**config.mk**
```make
export PLATFORM = sky130hd
export DESIGN_NAME = regs_wb_sched
export DESIGN_NICKNAME = d
export VERILOG_FILES = /design/src/rtl/npc_pkg.sv /design/src/rtl/regs_wb_arb.sv /design/src/rtl/regs_wb_sched.sv
export SDC_FILE = /design/constraint.sdc
export NUM_CORES = 1
export LEC_CHECK = 0
export CAP_MARGIN = 20
export CORE_ASPECT_RATIO = 1.75
export CORE_MARGIN = 4
export CORE_UTILIZATION = 40
export DETAILED_ROUTE_END_ITERATION = 10
export DONT_BUFFER_PORTS = 1
export PLACE_DENSITY = 0.57
export SKIP_LAST_GASP = 1
export SLEW_MARGIN = 20
export SYNTH_ARGS = -nofsm -noshare
export SYNTH_HDL_FRONTEND = slang
export SYNTH_HIERARCHICAL = 1
export SYNTH_SLANG_ARGS = --single-unit
```
**constraint.sdc**
```tcl
create_clock -name clk -period 3.3 [get_ports clk]
set_input_delay 0.66 -clock clk [delete_from_list [all_inputs] [get_ports clk]]
set_output_delay 0.66 -clock clk [all_outputs]
set_load 0.05 [all_outputs]
```
**src/rtl/npc_pkg.sv**
```systemverilog
// Shared integer-pipeline constants and the write-back request record.
// Latency: n/a (types and constants only).
// Backpressure: n/a.
package npc_pkg;

    localparam int XLEN = 64;   // integer data width
    localparam int NREG = 32;   // architectural register count
    localparam int AW   = 5;    // register address width

    // One write-back request as presented by an execution unit.
    typedef struct packed {
        logic            valid;
        logic [AW-1:0]   rd;
        logic [XLEN-1:0] data;
    } wb_req_t;

endpackage

```
**src/rtl/regs_wb_arb.sv**
```systemverilog
// Two-way write-back arbiter (EXU vs LSU) with an alternating priority bit.
// Latency: grants are combinational from the valids; priority updates at the edge.
// Backpressure: the loser of a conflict waits exactly one cycle because priority flips on every conflict.
//
// Ports:
//   clk, rst_n        clock, synchronous active-low reset
//   i_exu_vld/i_lsu_vld  requester valids
//   o_exu_gnt/o_lsu_gnt  one-hot (or zero) grants
module regs_wb_arb (
    input  logic clk,
    input  logic rst_n,
    input  logic i_exu_vld,
    input  logic i_lsu_vld,
    output logic o_exu_gnt,
    output logic o_lsu_gnt
);

    logic r_prio_lsu;   // 1: LSU wins the next conflict
    logic w_conflict;

    assign w_conflict = i_exu_vld & i_lsu_vld;

    always_comb begin
        o_exu_gnt = i_exu_vld & (~i_lsu_vld | ~r_prio_lsu);
        o_lsu_gnt = i_lsu_vld & (~i_exu_vld |  r_prio_lsu);
    end

    // Only a real conflict moves the priority; sole requesters leave it alone.
    always_ff @(posedge clk) begin
        if (!rst_n) begin
            r_prio_lsu <= 1'b1;
        end else if (w_conflict) begin
            r_prio_lsu <= ~r_prio_lsu;
        end
    end

endmodule

```
**src/rtl/regs_wb_sched.sv**
```systemverilog
// Write-back scheduler and RAW/WAW scoreboard for the 32x64 integer register file.
// Latency: transfer in cycle t drives the file write port in t+1; busy clears at the end of t+1.
// Backpressure: ready is the arbiter grant; the losing requester holds its request one cycle.
//
// Ports:
//   issue_*            IDU issue interface; issue_stall is combinational
//   exu_wb_*/lsu_wb_*  valid/ready write-back requests from EXU and LSU
//   wen/aind/din_REGS  registered register-file write port
//   busy               scoreboard bits, wb_err sticky write-to-idle-register flag
module regs_wb_sched
    import npc_pkg::*;
(
    input  logic            clk,
    input  logic            rst_n,

    input  logic            issue_valid,
    input  logic [AW-1:0]   issue_rd,
    input  logic [AW-1:0]   issue_rs1,
    input  logic [AW-1:0]   issue_rs2,
    output logic            issue_stall,

    input  logic            exu_wb_valid,
    output logic            exu_wb_ready,
    input  logic [AW-1:0]   exu_wb_rd,
    input  logic [XLEN-1:0] exu_wb_data,

    input  logic            lsu_wb_valid,
    output logic            lsu_wb_ready,
    input  logic [AW-1:0]   lsu_wb_rd,
    input  logic [XLEN-1:0] lsu_wb_data,

    output logic            wen_REGS,
    output logic [AW-1:0]   aind_REGS,
    output logic [XLEN-1:0] din_REGS,

    output logic [NREG-1:0] busy,
    output logic            wb_err
);

    wb_req_t         w_exu_req;
    wb_req_t         w_lsu_req;
    logic            w_exu_gnt;
    logic            w_lsu_gnt;
    logic            w_xfer;
    logic [AW-1:0]   w_xfer_rd;
    logic [XLEN-1:0] w_xfer_data;
    logic            w_xfer_wr;
    logic            w_issue_acc;
    logic [NREG-1:0] w_busy_nxt;

    logic [NREG-1:0] r_busy;
    logic            r_wen;
    logic [AW-1:0]   r_aind;
    logic [XLEN-1:0] r_din;
    logic            r_wb_err;

    assign w_exu_req = '{valid: exu_wb_valid, rd: exu_wb_rd, data: exu_wb_data};
    assign w_lsu_req = '{valid: lsu_wb_valid, rd: lsu_wb_rd, data: lsu_wb_data};

    regs_wb_arb u_arb (
        .clk       (clk),
        .rst_n     (rst_n),
        .i_exu_vld (w_exu_req.valid),
        .i_lsu_vld (w_lsu_req.valid),
        .o_exu_gnt (w_exu_gnt),
        .o_lsu_gnt (w_lsu_gnt)
    );

    // Grants are already qualified by valid, so ready == grant means transfer == grant.
    assign exu_wb_ready = w_exu_gnt;
    assign lsu_wb_ready = w_lsu_gnt;

    always_comb begin
        w_xfer      = w_exu_gnt | w_lsu_gnt;
        w_xfer_rd   = w_lsu_gnt ? w_lsu_req.rd   : w_exu_req.rd;
        w_xfer_data = w_lsu_gnt ? w_lsu_req.data : w_exu_req.data;
        // x0 write-backs are consumed but never reach the file.
        w_xfer_wr   = w_xfer & (w_xfer_rd != '0);
    end

    // Hazard check covers sources (RAW) and destination (WAW); unused fields are 0 and bit 0 is never busy.
    assign issue_stall = issue_valid &
                         (r_busy[issue_rs1] | r_busy[issue_rs2] | r_busy[issue_rd]);
    assign w_issue_acc = issue_valid & ~issue_stall;

    // Clear tracks the cycle the file actually writes; a same-register set is applied last so it wins.
    always_comb begin
        w_busy_nxt = r_busy;
        if (r_wen) begin
            w_busy_nxt[r_aind] = 1'b0;
        end
        if (w_issue_acc) begin
            w_busy_nxt[issue_rd] = 1'b1;
        end
        w_busy_nxt[0] = 1'b0;
    end

    always_ff @(posedge clk) begin
        if (!rst_n) begin
            r_busy   <= '0;
            r_wen    <= 1'b0;
            r_aind   <= '0;
            r_din    <= '0;
            r_wb_err <= 1'b0;
        end else begin
            r_busy <= w_busy_nxt;
            r_wen  <= w_xfer_wr;
            if (w_xfer_wr) begin
                r_aind <= w_xfer_rd;
                r_din  <= w_xfer_data;
            end
            // A write-back nobody is waiting for means the pipeline lost track of a register.
            if (w_xfer_wr && !r_busy[w_xfer_rd]) begin
                r_wb_err <= 1'b1;
            end
        end
    end

    assign busy      = r_busy;
    assign wen_REGS  = r_wen;
    assign aind_REGS = r_aind;
    assign din_REGS  = r_din;
    assign wb_err    = r_wb_err;

endmodule

```
==> impl_metrics.yaml <==
run_status:
  status: "complete, no violations"
critical_path:
  r2r_start: "busy[5]"
  endpoint_kind: "output port"
  crit_path_start: "busy[27]"
  slowest_delay_ns: 0.54
  cp_max_fo: 6
  cp_slowest_cell: "dfxtp_1"
  worst-endpoint-arrival_ns: 2.56
  crit_required_ns: 2.64
  reg2reg_depth: 6
  worstPathCellList: "mux2i_1 -> mux4_2 -> a32oi_1 -> o311a_1 -> nor4_4 -> a21boi_2 -> buf_4"
  worstSetupPathType: "reg -> out"
  start_kind: "flop"
clock_tree:
  cts_inserted_buffers: 9
  post_cts_buffers: 0
  cts_tree: "yes"
  clk_latency_ns: 0.35
  cts_max_path_buffers: 2
  h-tree-depth: 3
  cts_root_buf: "clkbuf_16"
  clock-sinks: 103
  clk_pin_slew_worst_paths_ns: 0.07
logic_synthesis:
  avgSynthCellArea_um2: 9.64
  synth_edf_count: 0
  ys_ff_latch: 103
  yosys_warnings: 6
  ys.flop_type: "dfxtp_1"
  async_flop_share_pct: 0
  synth.net_count: 770
  syn_inst: 612
  netlist_area_um2: 5900
  yosysSeqAreaShare_pct: 35.0
  ys_types: 51
timing:
  timing.hold.ws_ns: 0.387
  worst_slew_pin_slew_ns: 0.874
  fmax_mhz: 311
  slew_headroom_pct: 41.7
  period_needed_ns: 3.22
  finalMaxSlewViolations: 0
  period_share_pct: 97.5
  fin_tns_setup_ns: 0
  setup-violations-final: 0
  worst_clock_skew_ns: 0.00977
  hold_violations: 0
  rsz0062_at_grt: "false"
placement:
  dp_cells: 783
  placement.io_buffers: 0
  hpwl_um: 15500
  place_congestion: 1.00
global_routing:
  grt_overflow: 0
  grt_first_pass_wirelength_um: 30700
  grt_max_degree: 129
  antenna_found_initial: 0
  grt_usage_pct: 23.5
  grt_pass1_vias: 5209
min_path:
  min_path_cells: 1
  min_from: "rst_n"
  hp-class: "in -> reg"
route:
  antenna_left: 0
  viasPerCell: 6.47
  drt-wirelength-per-cell_um: 25.4
  drtPass1Iterations: 6
  vias: 5166
  wl_um: 20300
  drtIter0Drc: 365
  drc_errors: 0
floorplanning:
  ios: 264
  coreArea_um2: 14400
  rows: 58
  die_area_um2: 16800
  die_height_um: 169
  chipWidth_um: 99.8
  start_util_pct: 40.8
cells_and_area:
  fin_nets: 772
  fin_util_pct: 45.6
  n_antenna_cell: 0
  layout-drive-gt1-share_pct: 14.9
  area_growth_pct: 11.7
  fin_cells: 798
pwr:
  power_density_nw_per_um2: 497
  p_leak_uw: 0.00329
  finalPower_uw: 3280
  ir_drop_mv: 0.284
job:
  maxCapViolCount: 0
==> final cells by class <==
| class | count | area, um2 |
|---|---|---|
| clock buffers | 9 | 225 |
| clock inverters | 6 | 68.8 |
| flip-flops and latches | 103 | 2060 |
| repair buffers | 46 | 370 |
| well taps | 180 | 225 |
| multi-input cells | 449 | 3620 |
| fillers | 1403 | 7850 |
| inverters | 5 | 18.8 |
==> cell usage in the layout, fill, tap and decap left out, drive strengths merged, types with 2 or more instances in the layout <==
master	instances
nor3b	3
nor2b	7
nand2b	4
o21ai	4
and2	5
nand3	16
dfxtp	103
a311oi	2
inv	8
mux2i	94
o2111ai	2
o211a	69
a21boi	3
o311a	2
a41o	15
nor3	4
nor2	14
nand3b	5
o22ai	3
and3	4
nand2	102
nor4	2
mux4	19
clkbuf	9
o31ai	17
a21oi	14
a221oi	2
mux2	5
o211ai	17
a31oi	2
buf	46
==> cells in the mapped netlist, types with 2 or more instances <==
cell	n	share of area, %
a21boi_0	3	0.38
a21oi_1	14	1.2
a221oi_1	2	0.30
a311oi_1	2	0.30
a31oi_1	2	0.21
a41o_1	15	2.5
and2_1	5	0.53
and3_1	4	0.42
buf_2	3	0.25
buf_6	3	0.57
clkbuf_1	47	3.0
dfxtp_1	103	35
inv_1	5	0.32
mux2_2	4	0.76
mux2i_1	94	16
mux4_2	19	7.3
nand2_1	102	6.5
nand2b_1	4	0.42
nand3_1	16	1.4
nand3b_1	5	0.64
nor2_1	14	0.89
nor2b_1	7	0.74
nor3_1	4	0.34
nor3b_1	3	0.38
o2111ai_1	2	0.30
o211a_1	69	12
o211ai_1	17	2.2
o21ai_0	2	0.17
o22ai_1	3	0.32
o311a_1	2	0.34
o31ai_1	17	2.2
==> worst max-delay path: cells and delay by family, from the launching register on <==
kind	cells	cell delay [ns]
AO/OA/AOI/OAI	3	0.76
multiplexers	2	0.60
flip-flops	1	0.54
buffers and inverters	1	0.22
AND/OR/NAND/NOR	1	0.08
==> where the power goes <==
| group | total (uW) | internal [uW] | switching [uW] | leakage [uW] |
|---|---|---|---|---|
| sequential | 1740 | 1340 | 401 | 0.000850 |
| clock | 1080 | 591 | 487 | 0.000143 |
| combinational | 461 | 207 | 254 | 0.00230 |
| total | 3280 | 2130 | 1140 | 0.00329 |
==> per-layer routing <==
metal  up-vias  share of wire (%)  track usage, %
met5         -                  0               0
met4         0                3.5            10.5
met3        46                9.5            6.64
met2       320                 54            42.9
met1      2467                 33            24.5
li1       2333                  -               -
==> logic make-up (layout without fill, tap and decap cells) <==
kind of cell           Yosys count  count (layout)  synth area share [%]
buffers and inverters           60              66                  4.33
muxes                          118             118                  24.2
AOI/OAI and AO/OA              159             159                  23.4
DFF                            103             103                  35.0
and+or+nand+nor                171             171                  13.1
other                            1               1                0.0636
==> path summary, 6_finish.rpt <==
check	to	slack, ns
hold / removal	u_arb/r_prio_lsu	0.39
setup / recovery	issue_stall	0.08
hold reg to reg	u_arb/r_prio_lsu	0.58
setup reg to reg	busy[28]	0.63
==> state kept, by name (all words and copies together) (netlist names) <==
signal            count
din_REGS             64
busy                 31
aind_REGS             5
u_arb/r_prio_lsu      1
wb_err                1
wen_REGS              1
==> metrics by stage <==
step           setup slack (ns)  instance area, um2
4_1_cts                  0.0297                6590
3_5_place_dp              0.279                6290
2_1_floorplan           0.00461                5920
6_report                 0.0810                6590
5_1_grt                 0.00186                6590
3_3_place_gp              0.269                6290
==> what timing repair did <==
| item | CTS | global route |
|---|---|---|
| hold buffers | 0 | 0 |
| setup endpoints to repair | 0 | 1 |
| resized for setup | 0 | 1 |
No activity file was read; power rests on OpenSTA's default activity.
